<file path="src/rtl/reaction_pkg.sv">
// Shared types and constants for the reaction-game stimulus block.
package reaction_pkg;

    typedef enum logic [1:0] {
        IDLE  = 2'd0,
        ARMED = 2'd1,
        LIT   = 2'd2,
        COOL  = 2'd3
    } state_t;

    localparam int LFSR_W = 8;

    // x^8 + x^6 + x^5 + x^4 + 1 on a left-shifting register: feedback taps q[7], q[5], q[4], q[3]
    localparam logic [LFSR_W-1:0] LFSR_TAPS = 8'b1011_1000;

    // Bits needed to hold any value 0..max_val (at least one bit)
    function automatic int width_for(input int max_val);
        int w;
        w = $clog2(max_val + 1);
        if (w < 1) w = 1;
        return w;
    endfunction

endpackage

</file>
<file path="src/rtl/reaction_stimulus_lfsr.sv">
// Free-running 8-bit Fibonacci LFSR that supplies the random part of the pre-LED delay.
module stim_lfsr
    import reaction_pkg::*;
#(
    parameter logic [LFSR_W-1:0] SEED = 8'hA5
) (
    input  logic              clk,
    input  logic              rst_n,
    input  logic              en,
    output logic [LFSR_W-1:0] q
);

    logic feedback;

    assign feedback = ^(q & LFSR_TAPS);

    // Shift left, inserting the XOR of the tap bits at the bottom
    always_ff @(posedge clk or negedge rst_n) begin
        if (!rst_n) begin
            q <= SEED;
        end else if (en) begin
            q <= {q[LFSR_W-2:0], feedback};
        end
    end

endmodule

</file>
<file path="src/rtl/reaction_stimulus.sv">
// Reaction-game stimulus: random delay, LED window, cooldown, and hit/timeout/false-start reporting.
module reaction_stimulus
    import reaction_pkg::*;
#(
    parameter int              TICK_DIV  = 1000,
    parameter int              MIN_DELAY = 16,
    parameter int              RAND_BITS = 6,
    parameter int              WINDOW    = 255,
    parameter int              COOLDOWN  = 8,
    parameter logic [7:0]      LFSR_SEED = 8'hA5,
    localparam int             DLY_W     = width_for(MIN_DELAY + 2**RAND_BITS - 1)
) (
    input  logic             clk,
    input  logic             rst_n,
    input  logic             start,
    input  logic             button,
    output logic             led_on,
    output logic             busy,
    output logic             hit,
    output logic             timeout,
    output logic             false_start,
    output logic [DLY_W-1:0] last_delay
);

    localparam int PRE_W  = width_for(TICK_DIV - 1);
    localparam int WIN_W  = width_for(WINDOW);
    localparam int COOL_W = width_for(COOLDOWN);
    localparam int MAX_AB = (DLY_W > WIN_W) ? DLY_W : WIN_W;
    localparam int CNT_W  = (MAX_AB > COOL_W) ? MAX_AB : COOL_W;

    state_t               state;
    state_t               state_next;
    logic [PRE_W-1:0]     pre_cnt;
    logic                 tick;
    logic [CNT_W-1:0]     tick_cnt;
    logic [CNT_W-1:0]     tick_cnt_inc;
    logic [CNT_W-1:0]     target;
    logic                 span_done;
    logic                 button_prev;
    logic                 press;
    logic [LFSR_W-1:0]    lfsr_q;
    logic [DLY_W-1:0]     delay_load;
    logic                 load;
    logic                 hit_set;
    logic                 timeout_set;
    logic                 fs_set;
    logic                 unused_lfsr_bits;

    stim_lfsr #(
        .SEED (LFSR_SEED)
    ) u_lfsr (
        .clk   (clk),
        .rst_n (rst_n),
        .en    (1'b1),
        .q     (lfsr_q)
    );

    // Only the low RAND_BITS of the LFSR feed the delay; the rest just keep the sequence long
    assign unused_lfsr_bits = &{1'b0, lfsr_q};

    assign delay_load   = DLY_W'(MIN_DELAY) + DLY_W'(lfsr_q[RAND_BITS-1:0]);
    assign tick         = (pre_cnt == PRE_W'(TICK_DIV - 1));
    assign tick_cnt_inc = tick_cnt + CNT_W'(1);
    assign span_done    = tick && (tick_cnt_inc == target);
    assign press        = button & ~button_prev;

    // Number of ticks the current state lasts before its timed exit
    always_comb begin
        target = '0;
        case (state)
            ARMED:   target = CNT_W'(last_delay);
            LIT:     target = CNT_W'(WINDOW);
            COOL:    target = CNT_W'(COOLDOWN);
            default: target = '0;
        endcase
    end

    // State register; reset drops out of LIT immediately
    always_ff @(posedge clk or negedge rst_n) begin
        if (!rst_n) begin
            state <= IDLE;
        end else begin
            state <= state_next;
        end
    end

    // Next state: a press always beats a tick expiring on the same cycle
    always_comb begin
        state_next = state;
        case (state)
            IDLE:  if (start) state_next = ARMED;
            ARMED: begin
                if (press)          state_next = COOL;
                else if (span_done) state_next = LIT;
            end
            LIT:   if (press || span_done) state_next = COOL;
            COOL:  if (span_done) state_next = IDLE;
            default: state_next = IDLE;
        endcase
    end

    // Output decode and the one-cycle event conditions
    always_comb begin
        busy        = (state != IDLE);
        load        = (state == IDLE) && start;
        hit_set     = (state == LIT) && press;
        timeout_set = (state == LIT) && !press && span_done;
        fs_set      = (state == ARMED) && press;
    end

    // Prescaler and tick counter restart on every transition so durations are whole ticks
    always_ff @(posedge clk or negedge rst_n) begin
        if (!rst_n) begin
            pre_cnt  <= '0;
            tick_cnt <= '0;
        end else if (state_next != state) begin
            pre_cnt  <= '0;
            tick_cnt <= '0;
        end else begin
            pre_cnt <= tick ? '0 : pre_cnt + PRE_W'(1);
            if (tick && state != IDLE) begin
                tick_cnt <= tick_cnt_inc;
            end
        end
    end

    // Registered outputs and button history
    always_ff @(posedge clk or negedge rst_n) begin
        if (!rst_n) begin
            button_prev <= 1'b0;
            led_on      <= 1'b0;
            hit         <= 1'b0;
            timeout     <= 1'b0;
            false_start <= 1'b0;
            last_delay  <= '0;
        end else begin
            button_prev <= button;
            led_on      <= (state_next == LIT);
            hit         <= hit_set;
            timeout     <= timeout_set;
            if (load) begin
                false_start <= 1'b0;
                last_delay  <= delay_load;
            end else if (fs_set) begin
                false_start <= 1'b1;
            end
        end
    end

endmodule

</file>
<file path="config.mk">
export PLATFORM = sky130hd
export DESIGN_NAME = reaction_stimulus
export DESIGN_NICKNAME = d
export VERILOG_FILES = /design/src/rtl/reaction_pkg.sv /design/src/rtl/reaction_stimulus_lfsr.sv /design/src/rtl/reaction_stimulus.sv
export SDC_FILE = /design/constraint.sdc
export NUM_CORES = 1
export LEC_CHECK = 0
export CORE_UTILIZATION = 63
export DETAILED_ROUTE_END_ITERATION = 12
export PLACE_DENSITY = 0.85
export SLEW_MARGIN = 5
export SYNTH_ARGS = -nofsm -noshare
export SYNTH_HDL_FRONTEND = slang
export SYNTH_HIERARCHICAL = 1
export SYNTH_SLANG_ARGS = --single-unit
</file>
<file path="constraint.sdc">
create_clock -name clk -period 3.7 [get_ports clk]
set_clock_uncertainty 0.15 [all_clocks]
set_input_delay 0.555 -clock clk [delete_from_list [all_inputs] [get_ports clk]]
set_output_delay 0.555 -clock clk [all_outputs]
set_load 0.01 [all_outputs]
</file>
==> summary.md, run 1 <==
| Metric | Value |
|---|---|
| Status | `complete, no violations` |
| Root buf cell | `clkbuf_4` |
| Sink Count | `40` |
| Final wirelength | `4410 µm` |
| DIE AREA | `3910 µm²` |
| Reg-to-Reg Start | `state[1]$_DFF_PN0_` |
| Maximum vdd drop | `462 µV` |
| Peak per-stage delay on the critical path | `0.64 ns` |
| Reg2reg end | `pre_cnt[2]$_DFF_PN0_` |
| Post-CTS setup buffer count | `0` |
| Cell variety after synth | `62` |
| CP startpoint kind | `flip-flop` |
| Leak | `1.04 nW` |
| Routed len/inst | `16.0 µm` |
| Most used routing layer | `met2` |
| Reg2Reg Depth | `6` |
| Least-Margin Pin Slew | `0.864 ns` |
| P&R area growth vs syn | `9.00%` |
| CP max-delay cell | `dfrtp_1` |
| Pin count of the biggest net entering global routing | `41` |
| Core area | `3420 µm²` |
| Vias per cell | `6.14` |
| # diodes | `0` |
| Chip Height | `62.5 µm` |
| Nets | `236` |
| YS warnings | `6` |
| Final ANT Viol Nets | `0` |
| Clk pin slew, worst setup/hold paths | `0.13 ns` |
| Final-report setup violation count | `0` |
| Maximum buffer depth of the clock tree | `2` |
| Met1 GRT Util | `0.313` |
| Met2 GRT Util | `0.429` |
| TNS Setup | `0 ns` |
| Seq/Total Area, Yosys | `0.436` |
| Final setup margin | `0.657 ns` |
| Largest delay share family, worst path | `simple AND/OR/NAND/NOR gates` |
| Worst setup EP type | `flip-flop` |
| Io pins | `16` |
| Global-route wire length before repair | `7710 µm` |
| Via count | `1694` |
| DPL Wire Length | `3200 µm` |
| # hold bufs at CTS | `0` |
| Placer congestion estimate | `0.917` |
| Setup CP Type | `reg -> reg` |
| Most frequent cells in the layout | `dfrtp_1, nor2_1, xnor2_1, clkdlybuf4s50_1` |
| TritonCTS Buffers | `5` |
| CP Cell Sequence | `nor2b_1, xnor2_2, o32ai_1, a2111o_1, nor4_4, nor3_1` |
| IO Port Bufs | `15` |
| Commonest non-fill, non-tap cell in the layout | `dfrtp_1` |
| Number of synthesized flops with an enable pin | `0` |
| Cell count after synthesis | `217` |
| Top_reg_cell synth | `dfrtp_1` |
| PD cells | `495 nW/µm²` |
| Vias in the first global route | `1707` |
| # DRC | `0` |
| GR Util met3 | `0.0547` |
| Starting Density | `0.675` |
| Setup WS pre-CTS | `0.691 ns` |
| Syn nets | `224` |
| H-tree levels | `2` |
| CP bufs+invs | `0` |
| Hold Crit Class | `in -> async` |
| Min Tclk post-route | `3.04 ns` |
| Critical Path AT | `3.12 ns` |
| Initial DRT Pass Iterations | `4` |
| Achievable Freq | `329 MHz` |
| Number of core rows | `21` |
| Initial antenna violation count | `0` |
| Mapped cell area | `2310 µm²` |
| FFs w/ async S/R, synth | `1.00` |
| Share of cells above drive strength 1 | `0.191` |
| Total power | `1.24 mW` |
| GRT Overall Usage | `0.255` |
| CTS tree | `yes` |
| Final period utilization | `0.822` |
| Final Hold Vio Count | `0` |
| PostCTS Resize Cnt | `0` |
| Max Cap Violations | `0` |
| Slew headroom | `0.424` |
| Avg Inst Size Synth | `10.6 µm²` |
| Worst R2R Setup Slack | `0.66 ns` |
| Slew Viols, Final | `0` |
| Total gr overflow | `0` |
| Layout Utilization | `0.736` |
| Initial DRC Count | `91` |
| Die width | `62.5 µm` |
| Worst path required time | `3.78 ns` |
| Clock latency on the worst-skew pair | `0.36 ns` |
| RSZ-0062 raised after global routing | `no` |
| Crit path max fanout | `17` |
| Flops & latches, synth | `40` |
[worst max path at each step]
stage                             from                      end  cells past startpoint
6_report            state[1]$_DFF_PN0_     pre_cnt[2]$_DFF_PN0_                      6
5_1_grt             state[1]$_DFF_PN0_     pre_cnt[2]$_DFF_PN0_                      6
4_1_cts             state[1]$_DFF_PN0_  tick_cnt[6]$_DFFE_PN0P_                      6
3_5_place_dp        state[1]$_DFF_PN0_     pre_cnt[2]$_DFF_PN0_                      6
3_3_place_gp        state[1]$_DFF_PN0_  tick_cnt[2]$_DFFE_PN0P_                      6
2_1_floorplan  tick_cnt[1]$_DFFE_PN0P_     pre_cnt[2]$_DFF_PN0_                      7
[cells in the mapped netlist (all sizes together) (2+ instances only)]
library cell,count,share of area
a21oi,5,0.011
a31oi,2,0.0054
and2,2,0.0054
and3,7,0.020
and3b,4,0.015
buf,7,0.027
clkbuf,2,0.0049
dfrtp,36,0.39
dfstp,4,0.046
ha,3,0.016
inv,3,0.0049
mux2,13,0.063
mux2i,2,0.0087
nand2,8,0.014
nand2b,3,0.0092
nand3,10,0.027
nand3b,2,0.0065
nand4,6,0.019
nor2,20,0.036
nor2b,4,0.011
nor3,13,0.028
nor4,3,0.015
o21ai,5,0.011
o22ai,3,0.011
or2,3,0.0081
or4,2,0.0065
xnor2,17,0.068
xor2,6,0.023
[metrics by stage]
stage | hold slack, ns | instances | instance area, µm²
final | 0.140 | 276 | 2510
after global routing | 0.187 | 276 | 2510
after CTS | 0.160 | 276 | 2510
after detailed placement | 0.353 | 268 | 2420
after global placement | 0.328 | 268 | 2420
after floorplan | 0.109 | 217 | 2310
[where the power goes]
| group | total, mW | switching, mW | internal, mW |
|---|---|---|---|
| Clock | 0.311 | 0.149 | 0.162 |
| Combinational | 0.283 | 0.129 | 0.153 |
| Sequential | 0.651 | 0.106 | 0.544 |
| Total | 1.24 | 0.385 | 0.860 |
[area by class of cell]
class,instances,area [µm²]
clock inverter,2,38.8
fill,243,901
timing repair buffer,15,145
sequential,40,1010
inverter,3,11.3
tap,46,57.6
multi-input combinational,164,1200
clock buffer,6,51.3
[flip-flops by register name, summed over array words and instances, names as in the netlist]
| signal | flops |
|---|---|
| button_prev | 1 |
| false_start | 1 |
| hit | 1 |
| last_delay | 7 |
| led_on | 1 |
| pre_cnt | 10 |
| state | 2 |
| tick_cnt | 8 |
| timeout | 1 |
| u_lfsr/q | 8 |
[per-layer routing]
| metal | wire, µm | up-vias | share of wire |
|---|---|---|---|
| li1 | - | 812 | - |
| met4 | 95 | 0 | 0.022 |
| met3 | 216 | 12 | 0.049 |
| met5 | 0 | - | 0 |
| met2 | 2280 | 51 | 0.52 |
| met1 | 1820 | 819 | 0.41 |
[cells by family after synthesis]
group,Yosys count,share of synthesized area
adders and majority gates,3,0.0163
DFF,40,0.436
and+or+nand+nor,93,0.245
muxes,15,0.0721
other,1,0.00163
xor gates and xnor gates,23,0.0906
buffers and inverters,13,0.0418
AOI/OAI and AO/OA,29,0.0971
(Power assumes the default switching activity.)
==> run 2: changes to the inputs <==
- CORE_UTILIZATION: 63 -> 53
- PLACE_DENSITY: 0.85 -> 0.76
- clock period: 3.7 -> 2.65 ns (I/O delays scaled with it)
==> run 2 against run 1 <==
Net effect:
- global-route usage is 1.7 points lower
- power is 38% higher
- cell count is 4.7% higher
- non-clock buffer count is 9 higher
- routed wire length is 1.6% higher
- sequential share of layout area is 1.3 points lower
- via count is 1.8% lower
- combinational power is 41% higher
- critical endpoint is now tick_cnt[2]$_DFFE_PN0P_
==> summary.md, run 2 (synthesis gave the netlist of run 1 again) <==
| Metric | Value |
|---|---|
| Status | `complete, no violations` |
| H-tree levels | `2` |
| Max Cap Violations | `0` |
| Least-Margin Pin Slew | `0.895 ns` |
| Crit path max fanout | `9` |
| Final-report setup violation count | `0` |
| TritonCTS Buffers | `5` |
| Io pins | `16` |
| CP bufs+invs | `1` |
| Final period utilization | `0.949` |
| Peak per-stage delay on the critical path | `0.46 ns` |
| Sink Count | `40` |
| Vias in the first global route | `1669` |
| Worst R2R Setup Slack | `0.14 ns` |
| Commonest non-fill, non-tap cell in the layout | `dfrtp_1` |
| Worst setup EP type | `flip-flop` |
| Die width | `68.0 µm` |
| Largest register FFs | `10` |
| Initial antenna violation count | `0` |
| CP max-delay cell | `dfrtp_1` |
| Maximum buffer depth of the clock tree | `2` |
| Global-route wire length before repair | `8040 µm` |
| Achievable Freq | `398 MHz` |
| Maximum vdd drop | `514 µV` |
| Hold Crit Class | `in -> async` |
| # hold bufs at CTS | `0` |
| Nets | `245` |
| Slew headroom | `0.404` |
| CP startpoint kind | `flip-flop` |
| PD cells | `661 nW/µm²` |
| Worst path required time | `2.69 ns` |
| Placer congestion estimate | `0.817` |
| Root buf cell | `clkbuf_8` |
| Number of core rows | `23` |
| Most flop-heavy register | `pre_cnt` |
| Worst hold slack | `0.0633 ns` |
| Core area | `4090 µm²` |
| Setup WS pre-CTS | `0.119 ns` |
| Slew Viols, Final | `0` |
| Final wirelength | `4480 µm` |
| Vias per cell | `5.75` |
| Worst path depth | `8` |
| Reg2reg end | `tick_cnt[2]$_DFFE_PN0P_` |
| Critical path launch point | `tick_cnt[1]$_DFFE_PN0P_` |
| Setup CP Type | `reg -> reg` |
| CTS tree | `yes` |
| # DRC | `0` |
| Pin count of the biggest net entering global routing | `41` |
| Routed len/inst | `15.5 µm` |
| Final Hold Vio Count | `0` |
| DPL Wire Length | `3210 µm` |
| Min Tclk post-route | `2.51 ns` |
| Most frequent cells in the layout | `dfrtp_1, nor2_1, xnor2_1, clkdlybuf4s50_1` |
| Largest delay share family, worst path | `compound AO/OA/AOI/OAI gates` |
| Clock latency on the worst-skew pair | `0.30 ns` |
| Total gr overflow | `0` |
| # diodes | `0` |
| P&R area growth vs syn | `12.5%` |
| GRT Overall Usage | `0.238` |
| Largest regs | `pre_cnt x10, tick_cnt x8, u_lfsr/q x8` |
| IO Port Bufs | `15` |
| Share of cells above drive strength 1 | `0.230` |
| Layout Utilization | `0.635` |
| CP Cell Sequence | `ha_2, nand2b_1, o221ai_1, nand4_1, a2111o_1, nor4_4, buf_4, nor3_1` |
| Critical Path AT | `2.55 ns` |
| Final ANT Viol Nets | `0` |
| FILL cells | `340` |
| Leak | `1.08 nW` |
| Starting Density | `0.565` |
| Clk pin slew, worst setup/hold paths | `0.09 ns` |
| Final setup margin | `0.136 ns` |
| Reg-to-Reg Start | `tick_cnt[1]$_DFFE_PN0P_` |
| TNS Setup | `0 ns` |
| Initial DRT Pass Iterations | `4` |
| DIE AREA | `4620 µm²` |
| Reg2Reg Depth | `8` |
| Initial DRC Count | `167` |
| Chip Height | `68.0 µm` |
| Via count | `1663` |
| Capture point of the worst path | `tick_cnt[2]$_DFFE_PN0P_` |
## run 2: cell count changes in the layout (fill, tap and decap cells not counted)
cell	change
buf_4	+9
clkbuf_4	-5
clkbuf_8	+4
clkinvlp_4	+2
a21oi_1	-1
a21oi_2	+1
bufinv_16	-1
ha_1	-1
ha_2	+1
## run 2: how the worst min path moves through the flow
| stage | start | to | slack, ns | cells past startpoint |
|---|---|---|---|---|
| floorplan | rst_n | button_prev$_DFF_PN0_ | -0.05 | 0 |
| global placement | pre_cnt[0]$_DFF_PN0_ | pre_cnt[0]$_DFF_PN0_ | 0.32 | 1 |
| detailed placement | pre_cnt[0]$_DFF_PN0_ | pre_cnt[0]$_DFF_PN0_ | 0.33 | 1 |
| CTS | rst_n | button_prev$_DFF_PN0_ | 0.1 | 1 |
| global route | rst_n | timeout$_DFF_PN0_ | 0.15 | 1 |
| finish | rst_n | button_prev$_DFF_PN0_ | 0.06 | 1 |
## run 2: worst reg2reg max path, stage by stage (launching register included)
cell and delay (ns):
dfrtp_1 0.46, ha_2 0.41, nand2b_1 0.08, o221ai_1 0.19, nand4_1 0.18, a2111o_1 0.40, nor4_4 0.26, buf_4 0.20
nor3_1 0.06
## run 2: per-stage QoR
step	power, mW	instance area, µm²	cells
floorplan	1.19	2310	217
global placement	1.28	2500	281
detailed placement	1.30	2500	281
CTS	1.73	2590	289
global route	1.84	2600	289
finish	1.72	2600	289
## run 2: report_power, final
part	total (mW)	leakage (nW)	switching [mW]	internal (mW)
Combinational	0.400	0.535	0.184	0.216
Sequential	0.893	0.500	0.133	0.760
Clock	0.423	0.0404	0.236	0.187
## run 2: per-layer routing
layer,vias up,track usage,share of wire
met4,0,0.0990,0.022
met5,-,0,0
met1,798,0.309,0.46
met2,28,0.377,0.48
li1,828,-,-
met3,9,0.0550,0.032
## run 2: timing repair
| action | CTS | global route |
|---|---|---|
| setup buffers | 0 | 0 |
| resized for setup | 0 | 2 |
| setup endpoints to repair | 0 | 10 |
## run 2: final cells by class
class	instances	area, µm²	share of cell area
flip-flops and latches	40	1010	0.387
clock inverters	3	23.8	0.00916
well taps	50	62.6	0.0241
repair buffers	24	213	0.0819
clock buffers	5	68.8	0.0265
inverters	3	11.3	0.00434
multi-input cells	164	1210	0.467
==> run 3: changes to the inputs <==
- ABC_AREA: default -> 0
- CTS_CLUSTER_DIAMETER: default -> 30
- GPL_TIMING_DRIVEN: default -> 0
==> run 3 against run 2 <==
Net effect:
- global-route usage down 2.2 points
- non-clock buffer count is 6 higher
- power up 5.6%
- count of clock-buffer cells in the layout unchanged
- largest cell class unchanged
- cell count grew 2.1%
- via count up 1.3%
- die area stayed put
- critical path type is now reg -> out
- highest routed layer unchanged
- first-iteration DRC count is 68% lower
- combinational power about the same
- utilization rose by 2.7 points
- sequential share of layout area is 1.6 points lower
==> summary.md, run 3 (synthesis gave the netlist of run 1 again) <==
| Metric | Value |
|---|---|
| Status | `complete, no violations` |
| Initial DRT Pass Iterations | `4` |
| CP bufs+invs | `3` |
| Min Tclk post-route | `2.56 ns` |
| Largest regs | `pre_cnt x10, tick_cnt x8, u_lfsr/q x8` |
| Number of core rows | `23` |
| Nets | `251` |
| Total power | `1.81 mW` |
| CP Cell Sequence | `dlymetal6s2s_1, or2_2, clkbuf_4, clkdlybuf4s50_1` |
| Commonest non-fill, non-tap cell in the layout | `dfrtp_1` |
| Peak per-stage delay on the critical path | `0.48 ns` |
| CP startpoint kind | `flip-flop` |
| Least-Margin Pin Slew | `0.633 ns` |
| Vias per cell | `5.71` |
| FILL cells | `334` |
| Final ANT Viol Nets | `0` |
| Setup WS pre-CTS | `-0.0857 ns` |
| Die width | `68.0 µm` |
| Final wirelength | `4400 µm` |
| Achievable Freq | `391 MHz` |
| PD cells | `669 nW/µm²` |
| Hold Crit Class | `in -> async` |
| Maximum buffer depth of the clock tree | `2` |
| Largest delay share family, worst path | `buffers and inverters` |
| Final Hold Vio Count | `0` |
| P&R area growth vs syn | `17.4%` |
| Vias in the first global route | `1508` |
| TritonCTS Buffers | `5` |
| Share of cells above drive strength 1 | `0.233` |
| Clk pin slew, worst setup/hold paths | `0.08 ns` |
| Most frequent cells in the layout | `dfrtp_1, nor2_1, xnor2_1, clkdlybuf4s50_1` |
| Routed len/inst | `14.9 µm` |
| IO Port Bufs | `15` |
| Slew Viols, Final | `0` |
| Largest register FFs | `10` |
| Initial antenna violation count | `0` |
| DIE AREA | `4620 µm²` |
| RSZ-0062 raised after global routing | `no` |
| Critical Path AT | `2.01 ns` |
| TNS Setup | `0 ns` |
| Initial DRC Count | `53` |
| GRT Overall Usage | `0.216` |
| CP max-delay cell | `clkdlybuf4s50_1` |
| Pin count of the biggest net entering global routing | `32` |
| Sink Count | `40` |
| Leak | `1.12 nW` |
| Global-route wire length before repair | `7270 µm` |
| Final period utilization | `0.965` |
| Clock latency on the worst-skew pair | `0.30 ns` |
| Io pins | `16` |
| Root buf cell | `clkbuf_8` |
| Worst setup EP type | `output port` |
| Placer congestion estimate | `0.851` |
| Starting Density | `0.565` |
| Max Cap Violations | `0` |
| Placed Cells incl. Taps | `283` |
| Chip Height | `68.0 µm` |
| Worst path required time | `2.10 ns` |
| Maximum vdd drop | `653 µV` |
| Total gr overflow | `0` |
| Final-report setup violation count | `0` |
| Core area | `4090 µm²` |
| H-tree levels | `2` |
| # DRC | `0` |
| # diodes | `0` |
| Most flop-heavy register | `pre_cnt` |
| Crit path max fanout | `10` |
| DPL Wire Length | `3170 µm` |
| Setup CP Type | `reg -> out` |
| Via count | `1684` |
| Non-filler instance count after layout | `295` |
| Slew headroom | `0.577` |
| Layout Utilization | `0.663` |
| Final setup margin | `0.0931 ns` |
| CTS tree | `yes` |
-- run 3: through the flow --
| stage | instance area (µm²) | hold slack, ns |
|---|---|---|
| final | 2710 | 0.339 |
| after global routing | 2710 | 0.366 |
| after CTS | 2680 | 0.333 |
| after detailed placement | 2530 | 0.133 |
| after global placement | 2520 | 0.331 |
| after floorplan | 2310 | -0.0481 |
-- run 3: timing repair --
| action | 4_1_cts | 5_1_grt |
|---|---|---|
| endpoints found under the setup margin | 9 | 10 |
| pin swaps | 1 | 2 |
| gates resized for setup | 0 | 2 |
| endpoints found under the hold margin | 9 | 0 |
| hold buffers | 1 | 0 |
| setup buffers | 2 | 1 |
-- run 3: path summary, 6_finish.rpt --
kind                       slack, ns                     from  depth (start not counted)                      end
setup reg to reg                0.17  tick_cnt[1]$_DFFE_PN0P_                          8  tick_cnt[5]$_DFFE_PN0P_
max in group asynchronous       1.51                    rst_n                          3  u_lfsr/q[7]$_DFFE_PN1P_
hold / removal                  0.34                    rst_n                          2         led_on$_DFF_PN0_
min in group clk                0.35     pre_cnt[0]$_DFF_PN0_                          1     pre_cnt[0]$_DFF_PN0_
setup / recovery                0.09       state[1]$_DFF_PN0_                          4                     busy
hold reg to reg                 0.35     pre_cnt[0]$_DFF_PN0_                          1     pre_cnt[0]$_DFF_PN0_
-- run 3: report_power, final --
part | switching, mW | internal, mW
Sequential | 0.137 | 0.761
Clock | 0.228 | 0.284
Combinational | 0.178 | 0.223
Total | 0.544 | 1.27
-- run 3: worst reg2reg max path: cells and delay by family, from the launching register on --
kind | cells | cell delay [ns]
compound gates | 3 | 0.79
flops | 1 | 0.46
simple gates | 3 | 0.44
fa+ha+maj | 1 | 0.33
buf+inv | 1 | 0.19
-- run 3: metal layers --
layer,wire length (µm),share of wire,vias to the layer above,global-route usage
met5,0,0,-,0
met4,52,0.012,0,0.0703
met3,123,0.028,5,0.0467
met2,2090,0.48,21,0.346
met1,2130,0.48,816,0.288
li1,-,-,842,-
-- run 3: cell type report --
class,instances,area [µm²],area share
repair buffers,20,198,0.0730
inverters,3,11.3,0.00416
clock inverters,3,46.3,0.0171
plain buffers,10,85.1,0.0314
well taps,50,62.6,0.0231
flip-flops and latches,40,1010,0.372
clock buffers,5,68.8,0.0254
multi-input cells,164,1230,0.454
